$ cat src/rtl/i2c_target_pkg.sv
// i2c_target_pkg: shared state encoding, bus direction / acknowledge constants
// and the majority-vote helper used by the optional glitch filter
// (I2C_TARGET_GLITCH_FILTER_EN).
package i2c_target_pkg;

  typedef enum logic [3:0] {
    ST_IDLE,
    ST_ADDR,
    ST_ACK_ADDR,
    ST_WR_PTR,
    ST_WR_DATA,
    ST_ACK_DATA,
    ST_RD_LOAD,
    ST_RD_DATA,
    ST_RD_ACK,
    ST_IGNORE
  } state_t;

  localparam logic I2C_DIR_WRITE = 1'b0;
  localparam logic I2C_DIR_READ  = 1'b1;
  localparam logic ACK           = 1'b0;
  localparam logic NACK          = 1'b1;

  function automatic logic maj3(input logic a, input logic b, input logic c);
    return (a & b) | (a & c) | (b & c);
  endfunction

endpackage

$ cat src/rtl/i2c_target_if.sv
// i2c_target_if: pad-side I2C lines plus the synchronous register port of the
// I2C target. The slave modport is the target's view, master the host/system view.
interface i2c_target_if #(
  parameter int PTR_W = 6
);
  logic             scl_in;
  logic             sda_in;
  logic             sda_oe;
  logic [PTR_W-1:0] reg_addr;
  logic [7:0]       reg_wdata;
  logic             reg_wen;
  logic             reg_ren;
  logic [7:0]       reg_rdata;
  logic             busy;

  modport slave (
    input  scl_in, sda_in, reg_rdata,
    output sda_oe, reg_addr, reg_wdata, reg_wen, reg_ren, busy
  );

  modport master (
    output scl_in, sda_in, reg_rdata,
    input  sda_oe, reg_addr, reg_wdata, reg_wen, reg_ren, busy
  );
endinterface

$ cat src/rtl/i2c_line_sync.sv
// i2c_line_sync: brings one asynchronous I2C pad into the clk domain and
// reports its level plus rise/fall pulses. With I2C_TARGET_GLITCH_FILTER_EN
// a 3-sample majority filter rejects pulses of one clk or less (latency 5 clk
// instead of 3). Lines reset to the idle-high bus level.
module i2c_line_sync
  import i2c_target_pkg::*;
(
  input  logic clk,
  input  logic reset,
  input  logic pad_in,
  output logic level,
  output logic rise,
  output logic fall
);

  logic meta_q;
  logic sync_q;
  logic prev_q;

`ifdef I2C_TARGET_GLITCH_FILTER_EN
  logic [1:0] hist_q;
  logic       filt_q;

  // Two-flop synchronizer, two older samples, registered majority vote.
  always_ff @(posedge clk) begin
    if (!reset) begin
      meta_q <= 1'b1;
      sync_q <= 1'b1;
      hist_q <= 2'b11;
      filt_q <= 1'b1;
      prev_q <= 1'b1;
    end else begin
      meta_q <= pad_in;
      sync_q <= meta_q;
      hist_q <= {hist_q[0], sync_q};
      filt_q <= maj3(sync_q, hist_q[0], hist_q[1]);
      prev_q <= filt_q;
    end
  end

  assign level = filt_q;
`else
  // Two-flop synchronizer plus one delayed copy for edge detection.
  always_ff @(posedge clk) begin
    if (!reset) begin
      meta_q <= 1'b1;
      sync_q <= 1'b1;
      prev_q <= 1'b1;
    end else begin
      meta_q <= pad_in;
      sync_q <= meta_q;
      prev_q <= sync_q;
    end
  end

  assign level = sync_q;
`endif

  assign rise = level & ~prev_q;
  assign fall = ~level & prev_q;

endmodule

$ cat src/rtl/i2c_target.sv
// i2c_target: open-drain I2C responder exposing a 2^PTR_W byte register space
// through a one-cycle strobe register port. First written byte sets the
// pointer, later bytes write and auto-increment; reads auto-increment too.
// Optional macro: I2C_TARGET_GLITCH_FILTER_EN (majority filter on SCL/SDA).
module i2c_target
  import i2c_target_pkg::*;
#(
  parameter logic [6:0] DEV_ADDR = 7'h42,
  parameter int         PTR_W    = 6
)(
  input logic          clk,
  input logic          reset,
  i2c_target_if.slave  bus
);

  logic scl_level, scl_rise, scl_fall;
  logic sda_level, sda_rise, sda_fall;
  logic start_evt, stop_evt;

  state_t           state_q, state_d;
  logic [2:0]       cnt_q, cnt_d;
  logic [7:0]       shift_q, shift_d;
  logic             dir_q, dir_d;
  logic [PTR_W-1:0] ptr_q, ptr_d;
  logic             sda_oe_q, sda_oe_d;
  logic [PTR_W-1:0] reg_addr_q, reg_addr_d;
  logic [7:0]       reg_wdata_q, reg_wdata_d;
  logic             reg_wen_q, reg_wen_d;
  logic             reg_ren_q, reg_ren_d;
  logic             busy_q, busy_d;

  i2c_line_sync u_scl_sync (
    .clk    (clk),
    .reset  (reset),
    .pad_in (bus.scl_in),
    .level  (scl_level),
    .rise   (scl_rise),
    .fall   (scl_fall)
  );

  i2c_line_sync u_sda_sync (
    .clk    (clk),
    .reset  (reset),
    .pad_in (bus.sda_in),
    .level  (sda_level),
    .rise   (sda_rise),
    .fall   (sda_fall)
  );

  assign start_evt = sda_fall & scl_level;
  assign stop_evt  = sda_rise & scl_level;

  // State register and all registered outputs; reset releases SDA at once.
  always_ff @(posedge clk) begin
    if (!reset) begin
      state_q     <= ST_IDLE;
      cnt_q       <= '0;
      shift_q     <= '0;
      dir_q       <= I2C_DIR_WRITE;
      ptr_q       <= '0;
      sda_oe_q    <= 1'b0;
      reg_addr_q  <= '0;
      reg_wdata_q <= '0;
      reg_wen_q   <= 1'b0;
      reg_ren_q   <= 1'b0;
      busy_q      <= 1'b0;
    end else begin
      state_q     <= state_d;
      cnt_q       <= cnt_d;
      shift_q     <= shift_d;
      dir_q       <= dir_d;
      ptr_q       <= ptr_d;
      sda_oe_q    <= sda_oe_d;
      reg_addr_q  <= reg_addr_d;
      reg_wdata_q <= reg_wdata_d;
      reg_wen_q   <= reg_wen_d;
      reg_ren_q   <= reg_ren_d;
      busy_q      <= busy_d;
    end
  end

  // Next state: START/STOP override everything, otherwise act on SCL edges.
  always_comb begin
    state_d     = state_q;
    cnt_d       = cnt_q;
    shift_d     = shift_q;
    dir_d       = dir_q;
    ptr_d       = ptr_q;
    sda_oe_d    = sda_oe_q;
    reg_addr_d  = reg_addr_q;
    reg_wdata_d = reg_wdata_q;
    reg_wen_d   = 1'b0;
    reg_ren_d   = 1'b0;
    busy_d      = busy_q;

    if (start_evt) begin
      state_d  = ST_ADDR;
      cnt_d    = '0;
      sda_oe_d = 1'b0;
    end else if (stop_evt) begin
      state_d  = ST_IDLE;
      sda_oe_d = 1'b0;
      busy_d   = 1'b0;
    end else begin
      case (state_q)
        ST_ADDR: begin
          if (scl_rise) begin
            shift_d = {shift_q[6:0], sda_level};
            cnt_d   = cnt_q + 3'd1;
            if (cnt_q == 3'd7) begin
              if (shift_d[7:1] == DEV_ADDR) begin
                state_d = ST_ACK_ADDR;
                dir_d   = shift_d[0];
                busy_d  = 1'b1;
              end else begin
                state_d = ST_IGNORE;
              end
            end
          end
        end
        ST_ACK_ADDR, ST_ACK_DATA: begin
          // sda_oe low on a fall means the ACK slot is starting, high means it ends.
          if (scl_fall) begin
            if (!sda_oe_q) begin
              sda_oe_d = 1'b1;
            end else begin
              sda_oe_d = 1'b0;
              cnt_d    = '0;
              if (state_q == ST_ACK_DATA)
                state_d = ST_WR_DATA;
              else if (dir_q == I2C_DIR_WRITE)
                state_d = ST_WR_PTR;
              else
                state_d = ST_RD_LOAD;
            end
          end
        end
        ST_WR_PTR, ST_WR_DATA: begin
          if (scl_rise) begin
            shift_d = {shift_q[6:0], sda_level};
            cnt_d   = cnt_q + 3'd1;
            if (cnt_q == 3'd7) begin
              state_d = ST_ACK_DATA;
              if (state_q == ST_WR_PTR) begin
                ptr_d = shift_d[PTR_W-1:0];
              end else begin
                reg_addr_d  = ptr_q;
                reg_wdata_d = shift_d;
                reg_wen_d   = 1'b1;
                ptr_d       = ptr_q + 1'b1;
              end
            end
          end
        end
        ST_RD_LOAD: begin
          // cnt sequences: issue strobe, wait for the register port, capture.
          case (cnt_q)
            3'd0: begin
              reg_ren_d  = 1'b1;
              reg_addr_d = ptr_q;
              cnt_d      = 3'd1;
            end
            3'd1: cnt_d = 3'd2;
            default: begin
              shift_d  = bus.reg_rdata;
              ptr_d    = ptr_q + 1'b1;
              sda_oe_d = ~bus.reg_rdata[7];
              cnt_d    = '0;
              state_d  = ST_RD_DATA;
            end
          endcase
        end
        ST_RD_DATA: begin
          if (scl_fall) begin
            if (cnt_q == 3'd7) begin
              sda_oe_d = 1'b0;
              cnt_d    = '0;
              state_d  = ST_RD_ACK;
            end else begin
              shift_d  = {shift_q[6:0], 1'b0};
              sda_oe_d = ~shift_q[6];
              cnt_d    = cnt_q + 3'd1;
            end
          end
        end
        ST_RD_ACK: begin
          if (scl_rise) begin
            if (sda_level == ACK)
              cnt_d = 3'd1;
            else
              state_d = ST_IGNORE;
          end else if (scl_fall && cnt_q == 3'd1) begin
            cnt_d   = '0;
            state_d = ST_RD_LOAD;
          end
        end
        default: ;
      endcase
    end
  end

  assign bus.sda_oe    = sda_oe_q;
  assign bus.reg_addr  = reg_addr_q;
  assign bus.reg_wdata = reg_wdata_q;
  assign bus.reg_wen   = reg_wen_q;
  assign bus.reg_ren   = reg_ren_q;
  assign bus.busy      = busy_q;

endmodule

$ cat src/flat_wrapper.sv
// flat-port wrapper written by rule: the top's interface ports become plain ports
module i2c_target_flat import i2c_target_pkg::*;
#(
  parameter logic [6:0] DEV_ADDR = 7'h42,
  parameter int         PTR_W    = 6
)
  (clk, reset, bus_scl_in, bus_sda_in, bus_reg_rdata, bus_sda_oe, bus_reg_addr, bus_reg_wdata, bus_reg_wen, bus_reg_ren, bus_busy);
  i2c_target_if #(.PTR_W(PTR_W)) bus_i ();
  input logic clk;
  input logic reset;
  input wire logic [$bits(bus_i.scl_in)-1:0] bus_scl_in;
  input wire logic [$bits(bus_i.sda_in)-1:0] bus_sda_in;
  input wire logic [$bits(bus_i.reg_rdata)-1:0] bus_reg_rdata;
  output wire logic [$bits(bus_i.sda_oe)-1:0] bus_sda_oe;
  output wire logic [$bits(bus_i.reg_addr)-1:0] bus_reg_addr;
  output wire logic [$bits(bus_i.reg_wdata)-1:0] bus_reg_wdata;
  output wire logic [$bits(bus_i.reg_wen)-1:0] bus_reg_wen;
  output wire logic [$bits(bus_i.reg_ren)-1:0] bus_reg_ren;
  output wire logic [$bits(bus_i.busy)-1:0] bus_busy;
  assign bus_i.scl_in = bus_scl_in;
  assign bus_i.sda_in = bus_sda_in;
  assign bus_i.reg_rdata = bus_reg_rdata;
  assign bus_sda_oe = bus_i.sda_oe;
  assign bus_reg_addr = bus_i.reg_addr;
  assign bus_reg_wdata = bus_i.reg_wdata;
  assign bus_reg_wen = bus_i.reg_wen;
  assign bus_reg_ren = bus_i.reg_ren;
  assign bus_busy = bus_i.busy;
  i2c_target #(.DEV_ADDR(DEV_ADDR), .PTR_W(PTR_W)) u_core (.clk(clk), .reset(reset), .bus(bus_i));
endmodule
$ cat config.mk
export PLATFORM = sky130hd
export DESIGN_NAME = i2c_target_flat
export DESIGN_NICKNAME = d
export VERILOG_FILES = /design/src/rtl/i2c_target_pkg.sv /design/src/rtl/i2c_target_if.sv /design/src/rtl/i2c_line_sync.sv /design/src/rtl/i2c_target.sv /design/src/flat_wrapper.sv
export SDC_FILE = /design/constraint.sdc
export NUM_CORES = 1
export LEC_CHECK = 0
export ABC_AREA = 1
export CAP_MARGIN = 5
export CELL_PAD_IN_SITES_DETAIL_PLACEMENT = 0
export CELL_PAD_IN_SITES_GLOBAL_PLACEMENT = 1
export CORE_MARGIN = 2
export CORE_UTILIZATION = 26
export DETAILED_ROUTE_END_ITERATION = 12
export GPL_ROUTABILITY_DRIVEN = 0
export PLACE_DENSITY = 0.59
export SLEW_MARGIN = 15
export SYNTH_ARGS = -nofsm -noshare
export SYNTH_HDL_FRONTEND = slang
export SYNTH_SLANG_ARGS = --single-unit
$ cat constraint.sdc
create_clock -name clk -period 2.2 [get_ports clk]
set_clock_uncertainty 0.1 [all_clocks]
set_input_delay 0.44 -clock clk [delete_from_list [all_inputs] [get_ports clk]]
set_output_delay 0.44 -clock clk [all_outputs]
set_load 0.005 [all_outputs]
==> impl_metrics.toml, run 1 <==
[outcome]
status = "completed"

[die]
die_y_um = 99.8
die_w_um = 99.8
fp-row-count = 34
coreArea_mm2 = 0.00881
num_io_pins = 30
start_util_pct = 27.1
die_area_mm2 = 0.00995

[global_routing]
overflow = 0
gr-usage-all-layers_pct = 13.1
antenna_found_initial = 0
grt_pass1_vias = 2107
grt_max_degree = 25
grt_pass1_wl_um = 10300

[synth]
synth_top_cell_area_share_pct = 37.8
ys_seq_area_share_pct = 37.8
synth_area_per_cell_um2 = 6.93
syn-num-nets = 361
synthTopCellsByArea = "dfxtp_1 38%, nand2_1 11%, o21ai_0 6.5%"
syn_inst = 344
synth-seq-cells = 45
ys_types = 35
synth_area_leader_cell = "dfxtp_1"
yosys_warnings = 0
syn_area_mm2 = 0.00238

[detailed_routing]
finalWirelength_um = 6190
wl_per_cell_um = 12.8
dr_wl_met2_um = 2590
dr.pass1.iters = 4
drt_iter0_drc = 77
avgViaCountPerCell = 4.58
top_layer = "met4"
drcViolationCount = 0
wirelength_met1_um = 3250
dr_wl_met3_um = 246
ant_nets = 0
vias = 2222

[clocking]
clock_tree.root_cell = "clkbuf_8"
clock-sinks = 45
cts_setup_buffers = 0
cts_inserted_buffers = 5
clkTransAtPathRegs_ps = 90
cts_hold_buffers = 0
cts_tree = "built"
htreeDepth = 2
clk_latency_ps = 300
clockBufferDepth = 2
cts-resized-gates = 0

[setup_path]
path_class = "flop to flop"
start_kind = "flop"
crit_chain = "inv_1 -> ha_1 -> inv_1 -> nor2_1 -> o21ai_2 -> nand2_1 -> nor2_1 -> nand3_2 -> o21ai_0 -> a21oi_1"
setup.worst_path.end_class = "flop"
worst_path_max_delay_cell = "dfxtp_1"
required_ps = 2290
slowest_delay_ps = 370
worst-endpoint-arrival_ps = 1990
cp_max_fo = 14

[timing]
tightest_slew_ps = 316
rsz0062_at_grt = "false"
drv_slew = 0
hold_viol_final = 0
finalCriticalPeriod_ps = 1900
setup_viol = 0
slew_headroom_pct = 78.9
fin_ws_ps = 302
tns_ps = 0
fmax_mhz = 527
fin_crit_sh_pct = 86.3

[power]
p_leak_uw = 0.00129
clkPwrFrac_pct = 17.5
p_int_uw = 1960
ir_drop_mv = 0.521
totalPowerFinal_uw = 3580
switching_share_pct = 45.3
power.switching_uw = 1620
p_comb_share_pct = 50.8
p_seq_share_pct = 31.7
power_density_mw_per_mm2 = 1230

[hold_path]
hp-class = "flop to flop"

[place]
dpl_worst_slack_ps = 322
io_buffers = 29
placed_area_mm2 = 0.00279
dpl.cell_count = 478
place_hpwl_um = 4890

[final_layout]
nets = 394
drive_gt1_share_pct = 13.5
fin_area_mm2 = 0.00290
syn2layout_area_growth_pct = 21.5
diodes = 0
final_cells = 485

[flow_run]
max_cap_viol_count = 0
## critical path, delay by kind of cell (launching register included)
family	cells	cell delay [ps]
buffers and inverters	2	140
flip-flops	1	370
AO/OA/AOI/OAI	3	460
adder cells (fa/ha/maj)	1	190
AND/OR/NAND/NOR	4	530
## sequential cells by signal (all words and copies together), names as in the netlist
name,cells
u_core.u_sda_sync.level,1
u_core.dir_q,1
u_core.bus.busy,1
u_core.bus.reg_wdata,8
u_core.u_scl_sync.level,1
u_core.bus.reg_ren,1
u_core.state_q,4
u_core.shift_q,7
u_core.u_scl_sync.prev_q,1
u_core.u_sda_sync.meta_q,1
u_core.ptr_q,6
u_core.bus.reg_addr,6
u_core.cnt_q,3
u_core.u_sda_sync.prev_q,1
u_core.bus.reg_wen,1
u_core.bus.sda_oe,1
u_core.u_scl_sync.meta_q,1
## layout by cell type, fill, tap and decap left out
cell and instances:
a21oi_1 29, a21oi_2 4, nor2_4 2, xor2_1 1
a211oi_1 1, o2111ai_1 1, nand2_4 1, nand3b_1 1
dfxtp_1 45, a31oi_1 1, nor2_1 39, nand2_2 6
nand3_2 3, nand3_1 16, clkbuf_8 5, o22ai_1 1
o21ai_0 31, a22oi_1 2, or2_2 4, nor3_4 1
o21ai_2 6, nand4_1 4, and2_1 1, clkdlybuf4s50_1 29
ha_1 5, bufinv_16 1, nand2_1 69, clkinv_2 2
buf_4 5, o21ai_1 9, a21boi_0 1, inv_2 7
inv_1 40, nor2_2 4
## routing by layer
| metal | track usage [%] | vias up |
|---|---|---|
| met4 | 4.64 | 0 |
| li1 | - | 1185 |
| met1 | 18.6 | 979 |
| met5 | 0 | - |
| met3 | 2.72 | 8 |
| met2 | 19.5 | 50 |
## layout make-up
cell class / instances / area, um2
clock buffer: 5 / 68.8
timing repair buffer: 34 / 328
tap: 108 / 135
fill: 964 / 5910
clock inverter: 2 / 35.0
sequential: 45 / 901
inverter: 48 / 181
multi-input combinational: 243 / 1250
## metrics by stage
step	hold WS [ps]	util, %
after floorplan	293	-
after global placement	304	31.7
after detailed placement	303	31.7
after CTS	325	32.9
after global routing	349	32.9
final	320	32.9
## path summary, 6_finish.rpt
| kind | start | to | slack (ps) | depth (start not counted) |
|---|---|---|---|---|
| min reg2reg | u_core.u_scl_sync.meta_q$_SDFF_PN1_ | u_core.u_scl_sync.level$_SDFF_PN1_ | 320 | 1 |
| max reg2reg | u_core.cnt_q[0]$_SDFFE_PP0P_ | u_core.shift_q[2]$_SDFFE_PN0P_ | 300 | 10 |
| max | u_core.cnt_q[0]$_SDFFE_PP0P_ | u_core.shift_q[2]$_SDFFE_PN0P_ | 300 | 10 |
| min | u_core.u_scl_sync.meta_q$_SDFF_PN1_ | u_core.u_scl_sync.level$_SDFF_PN1_ | 320 | 1 |
## cell usage after synthesis
cell type   n
nand3_2     3
a22oi_1     2
a31oi_1     1
inv_2       7
o21ai_0    31
nor2_2      4
nand2_1    69
dfxtp_1    45
a21oi_2     4
nor3_4      1
nand3_1    16
o22ai_1     1
nand2_2     6
inv_1      40
or2_2       4
clkinv_2    1
xor2_1      1
buf_4       2
clkbuf_1    1
o21ai_2     6
o21ai_1     9
buf_1       1
and2_1      1
a21oi_1    29
o2111ai_1   1
buf_6       2
ha_1        5
buf_2       2
nor2_1     39
nand3b_1    1
a211oi_1    1
nor2_4      2
nand4_1     4
a21boi_0    1
nand2_4     1
## cells by family after synthesis
logic type,after synthesis,share of synthesized area [%]
XOR/XNOR,1,0.367
buffers and inverters,56,9.92
AO/OA/AOI/OAI,86,20.3
flip-flops,45,37.8
AND/OR/NAND/NOR,151,29.0
adder cells (fa/ha/maj),5,2.62
## power groups by stage
stage	Combinational (uW)	Clock (uW)	Sequential, uW
after global placement	1830	0	1160
after CTS	1820	647	1140
after global routing	2100	674	1160
final	1820	627	1140
after detailed placement	1810	0	1160
after floorplan	1440	0	1120
Power figures use the tool's default switching activity.
==> run 2: changes to the inputs <==
--- a/config.mk
+++ b/config.mk
@@ -5,7 +5,6 @@
 export SDC_FILE = /design/constraint.sdc
 export NUM_CORES = 1
 export LEC_CHECK = 0
-export ABC_AREA = 1
 export CAP_MARGIN = 5
 export CELL_PAD_IN_SITES_DETAIL_PLACEMENT = 0
 export CELL_PAD_IN_SITES_GLOBAL_PLACEMENT = 1
@@ -13,8 +12,9 @@
 export CORE_UTILIZATION = 26
 export DETAILED_ROUTE_END_ITERATION = 12
 export GPL_ROUTABILITY_DRIVEN = 0
-export PLACE_DENSITY = 0.59
+export PLACE_DENSITY = 0.64
 export SLEW_MARGIN = 15
 export SYNTH_ARGS = -nofsm -noshare
 export SYNTH_HDL_FRONTEND = slang
 export SYNTH_SLANG_ARGS = --single-unit
+export TNS_END_PERCENT = 100
==> run 2 against run 1 <==
Sequential power decreased by 22%. Non-clock buffer count up 19. Global-route usage rose by 0.064 points. Cell area increased by 12%. Sequential share of layout area is 3.2 points lower. Via count up 0.23%. First-iteration DRC count rose by 40%. Wire length rose by 3.5%. Die area rose by 5.3%. Setup slack got worse by 200 ps. Combinational power fell by 84%. Cell count down 5.8%. Critical path type unchanged. Largest cell class unchanged.
==> impl_metrics.toml, run 2 <==
[outcome]
status = "completed"

[detailed_routing]
wl_per_cell_um = 14.0
finalWirelength_um = 6410
drcViolationCount = 0
vias = 2227
avgViaCountPerCell = 4.87
dr.pass1.iters = 4
drt_iter0_drc = 108
ant_nets = 0

[setup_path]
required_ps = 2300
cp_max_fo = 7
worst-endpoint-arrival_ps = 2200
start_kind = "flop"
worst_path_max_delay_cell = "dfxtp_1"
path_class = "flop to flop"
slowest_delay_ps = 340
crit_chain = "ha_1 -> ha_4 -> and4bb_2 -> a22o_1 -> nor4_2 -> o211ai_2 -> and2_1 -> o21ba_1"
setup.worst_path.end_class = "flop"

[final_layout]
syn2layout_area_growth_pct = 28.6
drive_gt1_share_pct = 17.4
utilization_pct = 34.7
fillCellCount = 965
fin_area_mm2 = 0.00324
nets = 344
diodes = 0
layout_common_cells = "42 x dfxtp_1, 31 x nor2_1, 29 x clkdlybuf4s50_1, 22 x mux2i_1, 22 x buf_4"
mostFrequentLayoutCell = "dfxtp_1"
largest_reg_flops = 8
final_cells = 457

[die]
coreArea_mm2 = 0.00933
die_w_um = 102
fp-row-count = 35
die_y_um = 102
start_util_pct = 27.0
die_area_mm2 = 0.0105
num_io_pins = 30

[synth]
synth_ff_type = "dfxtp_1"
yosys_warnings = 0
yosysMostFrequentCell = "dfxtp_1"
ys_types = 58
syn-num-nets = 305
synthArstFlopShare_pct = 0
synth-seq-cells = 45
syn_area_mm2 = 0.00252
synth_edf_count = 0
synthTopCellsByArea = "dfxtp_1 36%, mux2i_1 8.7%, nor2_1 4.8%"
synth_area_per_cell_um2 = 8.74
synth_area_leader_cell = "dfxtp_1"
synth_common_cells = "45 x dfxtp_1, 32 x nor2_1, 22 x mux2i_1, 17 x a21oi_1, 16 x o21ai_0"
ys_seq_area_share_pct = 35.8
synth_top_cell_area_share_pct = 35.8
syn_inst = 288

[power]
totalPowerFinal_uw = 1820
p_leak_uw = 0.00117
power_density_mw_per_mm2 = 563
ir_drop_mv = 0.294
p_int_uw = 1320
p_comb_share_pct = 15.6
power.switching_uw = 505
clkPwrFrac_pct = 35.9
switching_share_pct = 27.7
p_seq_share_pct = 48.5

[timing]
setup_viol = 0
tightest_slew_ps = 561
slew_headroom_pct = 62.2
drv_slew = 0
fmax_mhz = 478
tns_ps = 0
rsz0062_at_grt = "false"
finalCriticalPeriod_ps = 2090
hold_viol_final = 0
fin_crit_sh_pct = 95.2

[global_routing]
grt_max_degree = 30
grt_pass1_wl_um = 10900
gr-usage-all-layers_pct = 13.1
grt_pass1_vias = 2126
antenna_found_initial = 0
overflow = 0

[flow_run]
max_cap_viol_count = 0

[clocking]
clkTransAtPathRegs_ps = 90
clockBufferDepth = 2
cts_inserted_buffers = 5
cts_setup_buffers = 0
htreeDepth = 2
clk_latency_ps = 300
clock_tree.root_cell = "clkbuf_8"
clock-sinks = 45
cts_tree = "built"

[hold_path]
hp-class = "flop to flop"

[place]
io_buffers = 29
dpl.cell_count = 449
placed_area_mm2 = 0.00307
place_hpwl_um = 4710
[run 2: cell types whose count changed after synthesis, moves of 8 or more]
cell	before	now
nand2_1	69	15
nand2b_1	0	14
o21ai_0	31	16
a211oi_1	1	13
mux2i_1	0	22
inv_1	40	6
buf_2	2	10
a21oi_1	29	17
nand3_1	16	2
[run 2: worst paths after layout]
check	from	end	slack, ps	cells after the start
worst max-delay path	u_core.cnt_q[0]$_SDFFE_PP0P_	u_core.state_q[1]$_SDFFE_PP0P_	110	8
worst min-delay path	u_core.u_scl_sync.meta_q$_SDFF_PN1_	u_core.u_scl_sync.level$_SDFF_PN1_	310	1
worst max register to register	u_core.cnt_q[0]$_SDFFE_PP0P_	u_core.state_q[1]$_SDFFE_PP0P_	110	8
worst min register to register	u_core.u_scl_sync.meta_q$_SDFF_PN1_	u_core.u_scl_sync.level$_SDFF_PN1_	310	1
[run 2: metal layers]
| metal | vias to the layer above | global-route usage [%] | share of wire (%) |
|---|---|---|---|
| li1 | 1115 | - | - |
| met1 | 1063 | 19.0 | 51 |
| met2 | 41 | 19.9 | 45 |
| met3 | 8 | 2.67 | 3.2 |
| met4 | 0 | 3.28 | 1.2 |
| met5 | - | 0 | 0 |
[run 2: through the flow]
step | setup WS (ps) | hold WS, ps
after floorplan | 81.3 | 286
after global placement | 53.8 | 290
after detailed placement | 32.9 | 296
after CTS | 4.66 | 320
after global routing | 4.69 | 328
final | 106 | 314
[run 2: what timing repair did]
| action | CTS | global route |
|---|---|---|
| setup endpoints to repair | 1 | 21 |
| gates resized for setup | 1 | 14 |
| pin swaps | 1 | 3 |
| hold buffers | 0 | 0 |
[run 2: layout make-up]
| type | instances | area (um2) | area share (%) |
|---|---|---|---|
| Multi-Input combinational cell | 216 | 1540 | 47.6 |
| Sequential cell | 45 | 905 | 27.9 |
| Timing Repair Buffer | 53 | 495 | 15.3 |
| Tap cell | 129 | 161 | 4.99 |
| Clock buffer | 5 | 68.8 | 2.13 |
| Clock inverter | 3 | 43.8 | 1.35 |
| Inverter | 6 | 22.5 | 0.696 |
[run 2: logic make-up (layout without fill, tap and decap cells)]
logic type / count (synthesis) / after routing / share of synthesized area, %
AND/OR/NAND/NOR: 111 / 111 / 26.0
AO/OA/AOI/OAI: 74 / 74 / 20.1
flip-flops: 45 / 45 / 35.8
buffers and inverters: 27 / 67 / 5.42
multiplexers: 23 / 23 / 9.19
adder cells (fa/ha/maj): 5 / 5 / 2.49
XOR/XNOR: 3 / 3 / 1.04
[run 2: critical path, delay by kind of cell (launching register included)]
family | cells | cell delay (ps)
flops | 1 | 340
compound gates | 3 | 600
simple gates | 3 | 600
fa+ha+maj | 2 | 350
[run 2: power by group through the flow]
| stage | Clock [uW] | Combinational [uW] | Sequential [uW] |
|---|---|---|---|
| floorplan | 0 | 185 | 885 |
| global placement | 0 | 276 | 903 |
| detailed placement | 0 | 277 | 902 |
| CTS | 678 | 278 | 883 |
| global route | 710 | 317 | 889 |
| finish | 654 | 285 | 885 |
